--- src/rtl/alarm_input_conditioner_if.sv ---
// Panel-side signal bundle for the alarm input conditioner.
// Raw bouncy inputs flow in; clean arm/sensor/on levels flow out to the alarm FSM.
interface alarm_input_conditioner_if #(
  parameter int CNT_W = 8
) ();
  logic             raw_arm_btn;
  logic             raw_sensor;
  logic             raw_on_sw;
  logic             arm;
  logic             sensor;
  logic             on;
  logic             exit_pending;
  logic [CNT_W-1:0] exit_count;

  // Panel side: drives raw inputs, observes conditioned outputs.
  modport master (
    output raw_arm_btn, raw_sensor, raw_on_sw,
    input  arm, sensor, on, exit_pending, exit_count
  );

  // Conditioner side.
  modport slave (
    input  raw_arm_btn, raw_sensor, raw_on_sw,
    output arm, sensor, on, exit_pending, exit_count
  );
endinterface

--- src/rtl/alarm_input_conditioner.sv ---
// Synchronises and debounces the three panel inputs, then runs the arm exit delay
// that produces a single-cycle arm request and masks the sensor while it runs.
module alarm_input_conditioner #(
  parameter int DEB_CYCLES = 4,
  parameter int EXIT_DELAY = 16,
  parameter int CNT_W      = 8
) (
  input  logic                    clk,
  input  logic                    rst_n,
  alarm_input_conditioner_if.slave bus
);

  localparam int CH_ARM = 0;
  localparam int CH_SEN = 1;
  localparam int CH_ON  = 2;

  localparam logic [CNT_W-1:0] DEB_LAST  = CNT_W'(DEB_CYCLES - 1);
  localparam logic [CNT_W-1:0] EXIT_LAST = CNT_W'(EXIT_DELAY - 1);

  typedef enum logic [1:0] {
    IDLE      = 2'd0,
    EXIT_WAIT = 2'd1,
    PULSE     = 2'd2,
    HOLD      = 2'd3
  } state_t;

  logic [2:0]       raw;
  logic [2:0]       s1_q, s2_q;
  logic [2:0]       db_q, db_d;
  logic [CNT_W-1:0] dc_q [3];
  logic [CNT_W-1:0] dc_d [3];
  logic             btn_prev_q;
  logic             press;
  state_t           state_q, state_d;
  logic [CNT_W-1:0] exit_cnt_q, exit_cnt_d;

  assign raw = {bus.raw_on_sw, bus.raw_sensor, bus.raw_arm_btn};

  // Counter clears whenever the sample agrees with db, so short glitches never land.
  always_comb begin
    for (int i = 0; i < 3; i++) begin
      db_d[i] = db_q[i];
      dc_d[i] = dc_q[i];
      if (s2_q[i] == db_q[i]) begin
        dc_d[i] = '0;
      end else if (dc_q[i] == DEB_LAST) begin
        db_d[i] = s2_q[i];
        dc_d[i] = '0;
      end else begin
        dc_d[i] = dc_q[i] + 1'b1;
      end
    end
  end

  always_ff @(posedge clk or negedge rst_n) begin
    if (!rst_n) begin
      s1_q       <= '0;
      s2_q       <= '0;
      db_q       <= '0;
      btn_prev_q <= 1'b0;
      for (int i = 0; i < 3; i++) dc_q[i] <= '0;
    end else begin
      s1_q       <= raw;
      s2_q       <= s1_q;
      db_q       <= db_d;
      btn_prev_q <= db_q[CH_ARM];
      for (int i = 0; i < 3; i++) dc_q[i] <= dc_d[i];
    end
  end

  assign press = db_q[CH_ARM] & ~btn_prev_q;

  // A second press during the delay cancels it, even on the expiry cycle.
  always_comb begin
    state_d    = state_q;
    exit_cnt_d = exit_cnt_q;
    case (state_q)
      IDLE: begin
        if (press) begin
          state_d    = EXIT_WAIT;
          exit_cnt_d = EXIT_LAST;
        end
      end
      EXIT_WAIT: begin
        if (press) begin
          state_d    = IDLE;
          exit_cnt_d = '0;
        end else if (exit_cnt_q == '0) begin
          state_d = PULSE;
        end else begin
          exit_cnt_d = exit_cnt_q - 1'b1;
        end
      end
      PULSE: state_d = HOLD;
      HOLD: begin
        if (!db_q[CH_ARM]) state_d = IDLE;
      end
      default: begin
        state_d    = IDLE;
        exit_cnt_d = '0;
      end
    endcase
  end

  always_ff @(posedge clk or negedge rst_n) begin
    if (!rst_n) begin
      state_q    <= IDLE;
      exit_cnt_q <= '0;
    end else begin
      state_q    <= state_d;
      exit_cnt_q <= exit_cnt_d;
    end
  end

  assign bus.arm          = (state_q == PULSE);
  assign bus.exit_pending = (state_q == EXIT_WAIT);
  assign bus.sensor       = db_q[CH_SEN] & ~(state_q == EXIT_WAIT);
  assign bus.on           = db_q[CH_ON];
  assign bus.exit_count   = exit_cnt_q;

endmodule
--- src/flat_wrapper.sv ---
// flat-port wrapper written by rule: the top's interface ports become plain ports
module alarm_input_conditioner_flat 
#(
  parameter int DEB_CYCLES = 4,
  parameter int EXIT_DELAY = 16,
  parameter int CNT_W      = 8
)
  (clk, rst_n, bus_raw_arm_btn, bus_raw_sensor, bus_raw_on_sw, bus_arm, bus_sensor, bus_on, bus_exit_pending, bus_exit_count);
  alarm_input_conditioner_if #(.CNT_W(CNT_W)) bus_i ();
  input  logic clk;
  input  logic rst_n;
  input wire logic [$bits(bus_i.raw_arm_btn)-1:0] bus_raw_arm_btn;
  input wire logic [$bits(bus_i.raw_sensor)-1:0] bus_raw_sensor;
  input wire logic [$bits(bus_i.raw_on_sw)-1:0] bus_raw_on_sw;
  output wire logic [$bits(bus_i.arm)-1:0] bus_arm;
  output wire logic [$bits(bus_i.sensor)-1:0] bus_sensor;
  output wire logic [$bits(bus_i.on)-1:0] bus_on;
  output wire logic [$bits(bus_i.exit_pending)-1:0] bus_exit_pending;
  output wire logic [$bits(bus_i.exit_count)-1:0] bus_exit_count;
  assign bus_i.raw_arm_btn = bus_raw_arm_btn;
  assign bus_i.raw_sensor = bus_raw_sensor;
  assign bus_i.raw_on_sw = bus_raw_on_sw;
  assign bus_arm = bus_i.arm;
  assign bus_sensor = bus_i.sensor;
  assign bus_on = bus_i.on;
  assign bus_exit_pending = bus_i.exit_pending;
  assign bus_exit_count = bus_i.exit_count;
  alarm_input_conditioner #(.DEB_CYCLES(DEB_CYCLES), .EXIT_DELAY(EXIT_DELAY), .CNT_W(CNT_W)) u_core (.clk(clk), .rst_n(rst_n), .bus(bus_i));
endmodule
--- config.mk ---
export PLATFORM = sky130hd
export DESIGN_NAME = alarm_input_conditioner_flat
export DESIGN_NICKNAME = d
export VERILOG_FILES = /design/src/rtl/alarm_input_conditioner_if.sv /design/src/rtl/alarm_input_conditioner.sv /design/src/flat_wrapper.sv
export SDC_FILE = /design/constraint.sdc
export NUM_CORES = 1
export LEC_CHECK = 0
export ABC_AREA = 1
export CAP_MARGIN = 20
export CORE_MARGIN = 2
export CORE_UTILIZATION = 61
export DETAILED_ROUTE_END_ITERATION = 6
export GPL_ROUTABILITY_DRIVEN = 0
export PLACE_DENSITY = 0.83
export REMOVE_ABC_BUFFERS = 1
export SYNTH_ARGS = -nofsm -noshare
export SYNTH_HDL_FRONTEND = slang
export SYNTH_SLANG_ARGS = --single-unit
export TNS_END_PERCENT = 20
--- constraint.sdc ---
create_clock -name clk -period 3.3 [get_ports clk]
set_clock_uncertainty 0.15 [all_clocks]
set_input_delay 0.66 -clock clk [delete_from_list [all_inputs] [get_ports clk]]
set_output_delay 0.66 -clock clk [all_outputs]
set_load 0.005 [all_outputs]
* Yosys cells after proc, flatten, opt, wreduce, memory -nomap -nowiden *
Index checks and enable logic that the tools add are counted.

storage, ports and cells
  output and inout bits = 12
  bits in registers = 44
  word-level logic and storage cells = 58
  bits of input ports = 5

cells by class
  bitwise logic cells = 7
  mux-type cells = 15
  add/sub/neg operators = 4
  eq/ne operators = 13
  reduce and logical (&&, ||, !) cells = 8

operators by type and width
  kind                 number
  $mux 8               9
  $add 8x1->8 const B  3
  $eq 8x2->1 const B   3
  $pmux 8 s2           1
  $logic_not 8->1      1
  $mux 2               4
  $pmux 2 s4           1
  $sub 8x1->8 const B  1
  $reduce_and 2->1     3
  $reduce_and 3->1     2
  $not 1->1            5
  $eq 2x2->1 const B   2
  $eq 1x1->1           3
  $ne 3x1->1 const B   1
  $ne 3x2->1 const B   1
  $and 1x1->1          2
  $eq 2x1->1 const B   1
  $logic_not 2->1      1
  $ne 2x1->1 const B   1
  $ne 2x2->1 const B   1
  $reduce_bool 2->1    1

* Longest topological paths before layout *
Gate-level depths: netlist (run 1).

  word-level depth = 4
  mapped depth = 7
  gate-level depth less buffers = 7

* Worst setup path after synthesis (run 1) *
Ideal clock, no wire load.

  path type = register to output
  start = reg (tool-made name)
  end = out bus_sensor
  arrival = 0.677 ns
  data required time = 2.490 ns
  buffers on the path = 0
  path slack = 1.813 ns
  cell stages (with the launch flop) = 3
  path through = dfrtp_1 nor2_8 nor2_1

RTL lines
  item              RTL line            text
  end: declaration  flat_wrapper.sv:16  output wire logic [$bits(bus_i.sensor)-1:0] bus_sensor;

* Final worst setup path (run 1) *
  start = reg u_core.state_q[0]
  end = out bus_sensor

on the way
  longest elaborated chain between the ends = 3

RTL lines
  item                      RTL line                        text
  start: declaration        alarm_input_conditioner.sv:34   state_t state_q, state_d;
  start signal: assignment  alarm_input_conditioner.sv:110  state_q <= state_d;
  $eq 2x1->1                alarm_input_conditioner.sv:117  assign bus.sensor = db_q[CH_SEN] & ~(state_q == EXIT_WAIT);
  $not 1->1                 alarm_input_conditioner.sv:117
  $and 1x1->1               alarm_input_conditioner.sv:117

No other way between the ends.

==> results.md, run 1 <==
- Status: completed
- Worst slew pin tran: 0.9263 ns
- TritonCTS clock tree: done
- Req. time, crit path: 2.49 ns
- # rows: 21
- I/O Buffers: 16
- Die Y: 62.88 um
- Total congestion overflow: 0
- Post_cts resized: 0
- RSZ-0062 raised after global routing: no
- Skew-Pair Late Insertion Delay: 0.36 ns
- Clock tree buffer depth: 2
- Final Hold Fails: 0
- Endpoint type of the worst setup path: output pin
- Synth warn: 0
- Initial antenna violation count: 0
- Met2 Track Usage GR: 33.64%
- Share of layout cells above drive strength 1: 8.989%
- Post-synth EDFFs: 0
- Final Max Slew Viols: 0
- Max Fclk: 410.6 MHz
- Setup_tns: 0 ns
- Nets@finish: 276
- Antenna Cells: 0
- Root Driver: clkbuf_4
- CTS Sinks: 44
- Number of post-CTS setup repair buffers: 0
- Simple-gate area share of the yosys netlist: 28.46%
- Most frequent cells in the layout: nand2_1, dfrtp_1, nor2_1, inv_1, nand3_1
- Vias/cell: 5.192
- Clk slew on worst S/H paths: 0.13 ns
- Synth Area in XOR/XNOR: 5.799%
- Max-slew headroom: 38.25%
- Die area: 3953 um^2
- Placed insts: 305
- Mapped Cells: 243
- Chip width: 62.88 um
- Pint: 1102 uW
- Multi-input gate area: 885.9 um^2
- Final Cycle Share: 73.80%
- ANT nets after route: 0
- Area delta synth->final: 12.72%
- Sequential share of power: 42.6%
- H-Tree Depth: 2
- Hold Crit Class: reg -> reg
- Dpl hpwl: 2.597 mm
- CP max stage delay: 0.53 ns
- Crit path time final: 2.435 ns
- Synth Area in Compound Gates: 4.675%
- Gr usage total: 21.68%
- Total CTS buffers: 5
- Syn Area/Cell: 8.702 um^2
- Yosys top cell area share: 52.07%
- Kind of critical path: reg -> out
- Main combinational cell family by area after synthesis: simple AND/OR/NAND/NOR gates
- Initial Utilization: 63.37%
- Net Sw Frac: 42.28%
- Area leader, netlist: dfrtp_1
- Sw power: 807.1 uW
- Vias in the first global route: 1509
- FFs w/ async S/R, synth: 100.0%
- Largest cells by area after synthesis: dfrtp_1, nand2_1, nor2_1
- Worst setup margin: 0.8645 ns
- WL/cell: 11.58 um
- Post-CTS Hold Buffers: 0
- Synth Area in Adders: 2.959%
- Post-Route WL: 3.623 mm
- First-pass GRT wire length: 6.582 mm
- Hold Path Cell Cnt: 0
- Register area: 1101 um^2
- Non-filler cells, final: 313
- GRT met3 Usage: 6.126%
- Crit-path slowest cell: clkdlybuf4s50_1
- Yosys cell types: 24
- Crit-path max FO: 8
- Primary FF master, synth: dfrtp_1
- # setup viols final: 0
- Worst path arrival time: 1.63 ns
- Number of synthesized register bits: 44
- Peak supply drop: 0.0006195 V
- Grt peak-use layer: met2
- R2r setup slk: 1.65 ns
- Post-layout power: 1909 uW
- Post-synthesis mux area share: 0%
- Crit-path cells: inv_2 > nor2_8 > nor2_1 > clkdlybuf4s50_1
- Total power divided by cell area: 800.9 nW/um^2
- Vias: 1625
- DRT iter0 DRCs: 95
- Fill cell count: 284
- CP startpoint kind: flop
- Ports: 17
- Pin count of the biggest net entering global routing: 45
- Met1 GRT Util: 28.33%
- Comb power frac: 44.1%
- R2r worst-path depth: 7
- Pre-CTS setup slack: 1.257 ns
- Mapped cell area: 2115 um^2
- Clk pwr share: 13.3%
- Leak: 0.001138 uW
- Core ar.: 3337 um^2
- Drc violations: 0
- Sequential area share after synthesis: 52.07%
- Detailed Routing Iterations Pass 1: 4
- Max Cap Violations: 0
## synth_stat cells (2+ instances only)
library cell  count
nand4_1           8
nand3_1          22
ha_1              5
nor2_1           38
inv_2             2
inv_1            32
nor2_2            5
xor2_1           11
xnor2_1           3
o21ai_0           9
nor3_1            4
nand2_1          44
a21oi_1           3
nor3b_1           2
dfrtp_1          44
nand2_2           3
## power by group through the flow
| stage | sequential [uW] | combinational, uW | clock [uW] |
|---|---|---|---|
| 2_1_floorplan | 804 | 558 | 0 |
| 6_report | 813 | 842 | 254 |
| 5_1_grt | 833 | 965 | 291 |
| 4_1_cts | 812 | 844 | 267 |
| 3_3_place_gp | 817 | 821 | 0 |
| 3_5_place_dp | 822 | 837 | 0 |
## through the flow
| step | cell area [um^2] | utilization, % | hold slack (ns) |
|---|---|---|---|
| floorplan | 2115 | - | 0.1812 |
| global placement | 2327 | 69.74 | 0.1844 |
| detailed placement | 2327 | 69.74 | 0.1895 |
| CTS | 2384 | 71.43 | 0.2190 |
| global route | 2384 | 71.43 | 0.2260 |
| finish | 2384 | 71.43 | 0.2152 |
## worst max-delay path, delay by kind of cell (launching register included)
family        cells  cell delay, ns
flops             1            0.43
buf+inv           2            0.65
simple gates      2            0.19
## logic make-up (layout without fill, tap and decap cells)
| kind of cell | Yosys count | in the layout |
|---|---|---|
| AND/OR/NAND/NOR | 130 | 130 |
| flip-flops | 44 | 44 |
| adder cells (fa/ha/maj) | 5 | 5 |
| buffers and inverters | 34 | 58 |
| AO/OA/AOI/OAI | 16 | 16 |
| XOR/XNOR | 14 | 14 |
## sequential cells by signal, summed over array words and instances (netlist names), named ones only
register	flops
u_core.dc_q	24
u_core.bus.exit_count	8
u_core.db_q	3
u_core.s1_q	3
u_core.s2_q	3
u_core.btn_prev_q	1
u_core.state_q	1
## worst paths after layout
kind | startpoint | to
max in group asynchronous | rst_n | u_core.dc_q[22]
min reg2reg | u_core.s1_q[1] | u_core.s2_q[1]
max | u_core.state_q[0] | bus_sensor
max reg2reg | u_core.bus.exit_count[0] | u_core.bus.exit_count[2]
min | u_core.s1_q[1] | u_core.s2_q[1]
min in group asynchronous | rst_n | u_core.dc_q[5]
## final cells by class
class / instances / area share (%)
clock buffers: 5 / 1.575
clock inverters: 3 / 0.7874
inverters: 34 / 5.354
multi-input cells: 165 / 37.17
flip-flops and latches: 44 / 46.19
well taps: 46 / 2.415
repair buffers: 16 / 6.509
## layer usage
metal  wire length, um  part of all wire, %
met3               147                  4.1
met2              1702                   47
met4                62                  1.7
met5                 0                    0
met1              1711                   47
(Power assumes the default switching activity.)
==> inputs of run 2 (changes only) <==
- CORE_UTILIZATION: 61 -> 51
- PLACE_DENSITY: 0.83 -> 0.74
- clock period: 3.3 -> 2 ns (I/O delays scaled with it)
==> results.md, run 2 (synthesized netlist as in run 1, its figures left out) <==
- Ports: 17
- Most frequent cells in the layout: nand2_1, dfrtp_1, nor2_1, inv_1, nand3_1
- CP max stage delay: 0.55 ns
- Req. time, crit path: 1.45 ns
- Clock tree buffer depth: 2
- # rows: 23
- Skew-Pair Late Insertion Delay: 0.29 ns
- Hold Crit Class: reg -> reg
- CTS Sinks: 44
- Biggest register: u_core.dc_q
- Initial antenna violation count: 0
- Crit path buffers/inverters: 1
- Endpoint type of the worst setup path: output pin
- Max FFs per register: 24
- Initial Utilization: 52.86%
- Placed cell areas: 2352 um^2
- Nets@finish: 280
- Crit-path slowest cell: clkdlybuf4s50_1
- Share of layout cells above drive strength 1: 10.70%
- Crit path time final: 1.854 ns
- WL/cell: 11.62 um
- Detailed Routing Iterations Pass 1: 4
- Crit-path cells: clkdlybuf4s50_1
- R2r worst-path depth: 7
- Root Driver: clkbuf_8
- DRT iter0 DRCs: 95
- Largest delay share family, worst path: buffers and inverters
- Pre-CTS setup slack: 0.2743 ns
- Final Hold Fails: 0
- H-Tree Depth: 2
- Dpl hpwl: 2.726 mm
- Die Y: 68.39 um
- Vias in the first global route: 1479
- Kind of critical path: reg -> out
- Commonest non-fill, non-tap cell in the layout: nand2_1
- RSZ-0062 raised after global routing: no
- Drc violations: 0
- TritonCTS clock tree: done
- Leak: 0.001222 uW
- Max Fclk: 539.5 MHz
- Clk slew on worst S/H paths: 0.08 ns
- Area delta synth->final: 18.64%
- Worst setup margin: 0.1463 ns
- Antenna Cells: 0
- Vias/cell: 4.960
- Placed insts: 310
- I/O Buffers: 16
- Max-slew headroom: 69.90%
- First-pass GRT wire length: 6.085 mm
- Final Cycle Share: 92.68%
- Crit-path max FO: 5
- Worst slew pin tran: 0.4514 ns
- Post-Route WL: 3.731 mm
- Post-layout power: 3489 uW
- Chip width: 68.39 um
- Total CTS buffers: 5
- ANT nets after route: 0
- Finished Cell Area: 2509 um^2
- Core ar.: 4000 um^2
- Total power divided by cell area: 1391 nW/um^2
- Final core utilization: 62.71%
- Gr usage total: 17.91%
- Max Cap Violations: 0
- Non-filler cells, final: 321
- Final Max Slew Viols: 0
- Status: completed
- Total congestion overflow: 0
- Critical Path Stages: 1
- Die area: 4677 um^2
- Peak supply drop: 0.001135 V
- Worst path arrival time: 1.30 ns
- Pin count of the biggest net entering global routing: 27
- CP startpoint kind: flop
- Hold Path Cell Cnt: 0
- # setup viols final: 0
- Vias: 1592
[run 2: worst reg2reg max path, stage by stage (launching register included)]
cell,delay (ns)
dfrtp_1,0.41
inv_1,0.14
ha_1,0.16
nand2_1,0.12
o21ai_4,0.33
nand2_4,0.09
nand2_1,0.07
nand2_1,0.05
[run 2: worst paths after layout]
kind	start	to	slack, ns
min reg2reg	u_core.s1_q[2]	u_core.s2_q[2]	0.20
max in group asynchronous	rst_n	async pin	0.77
max reg2reg	u_core.bus.exit_count[0]	u_core.bus.exit_count[1]	0.38
min in group asynchronous	rst_n	u_core.dc_q[6]	0.43
min	u_core.s1_q[2]	u_core.s2_q[2]	0.20
max	u_core.bus.exit_count[2]	bus_exit_count[2]	0.15
[run 2: power by group]
part           leakage [uW]  total [uW]  switching, uW  internal (uW)
registers          0.000571        1350            240           1110
logic              0.000587        1410            802            608
clock network     0.0000645         731            290            440
[run 2: repair_timing]
item | 4_1_cts | 5_1_grt
pin swaps | 0 | 1
setup endpoints to repair | 3 | 2
hold buffers | 1 | 0
setup buffers | 0 | 2
endpoints found under the hold margin | 18 | 0
resized for setup | 2 | 3
gates cloned | 0 | 0
[run 2: area by class of cell]
cell class / instances / area (um^2)
timing repair buffer: 20 / 203.9
fill: 354 / 1491
clock inverter: 1 / 30.03
clock buffer: 7 / 96.34
multi-input combinational: 165 / 885.9
tap: 50 / 62.56
inverter: 34 / 127.6
sequential: 44 / 1102
[run 2: layer usage]
layer | vias up | track usage, % | part of all wire, %
li1 | 821 | - | -
met1 | 753 | 21.50 | 46
met2 | 13 | 29.45 | 50
met3 | 5 | 4.441 | 2.6
met4 | 0 | 9.500 | 1.5
met5 | - | 0 | 0
[run 2: per-stage QoR]
step	TNS, ns	hold WS, ns
floorplan	0	-0.04559
global placement	0	0.1837
detailed placement	0	0.1847
CTS	-0.04010	0.2045
global route	0	0.2168
finish	0	0.2016
==> inputs of run 3 (changes only) <==
- GPL_ROUTABILITY_DRIVEN: 0 -> not set
==> results of run 3 <==
No change in the layout: final DEF, timing and power equal those of run 2.
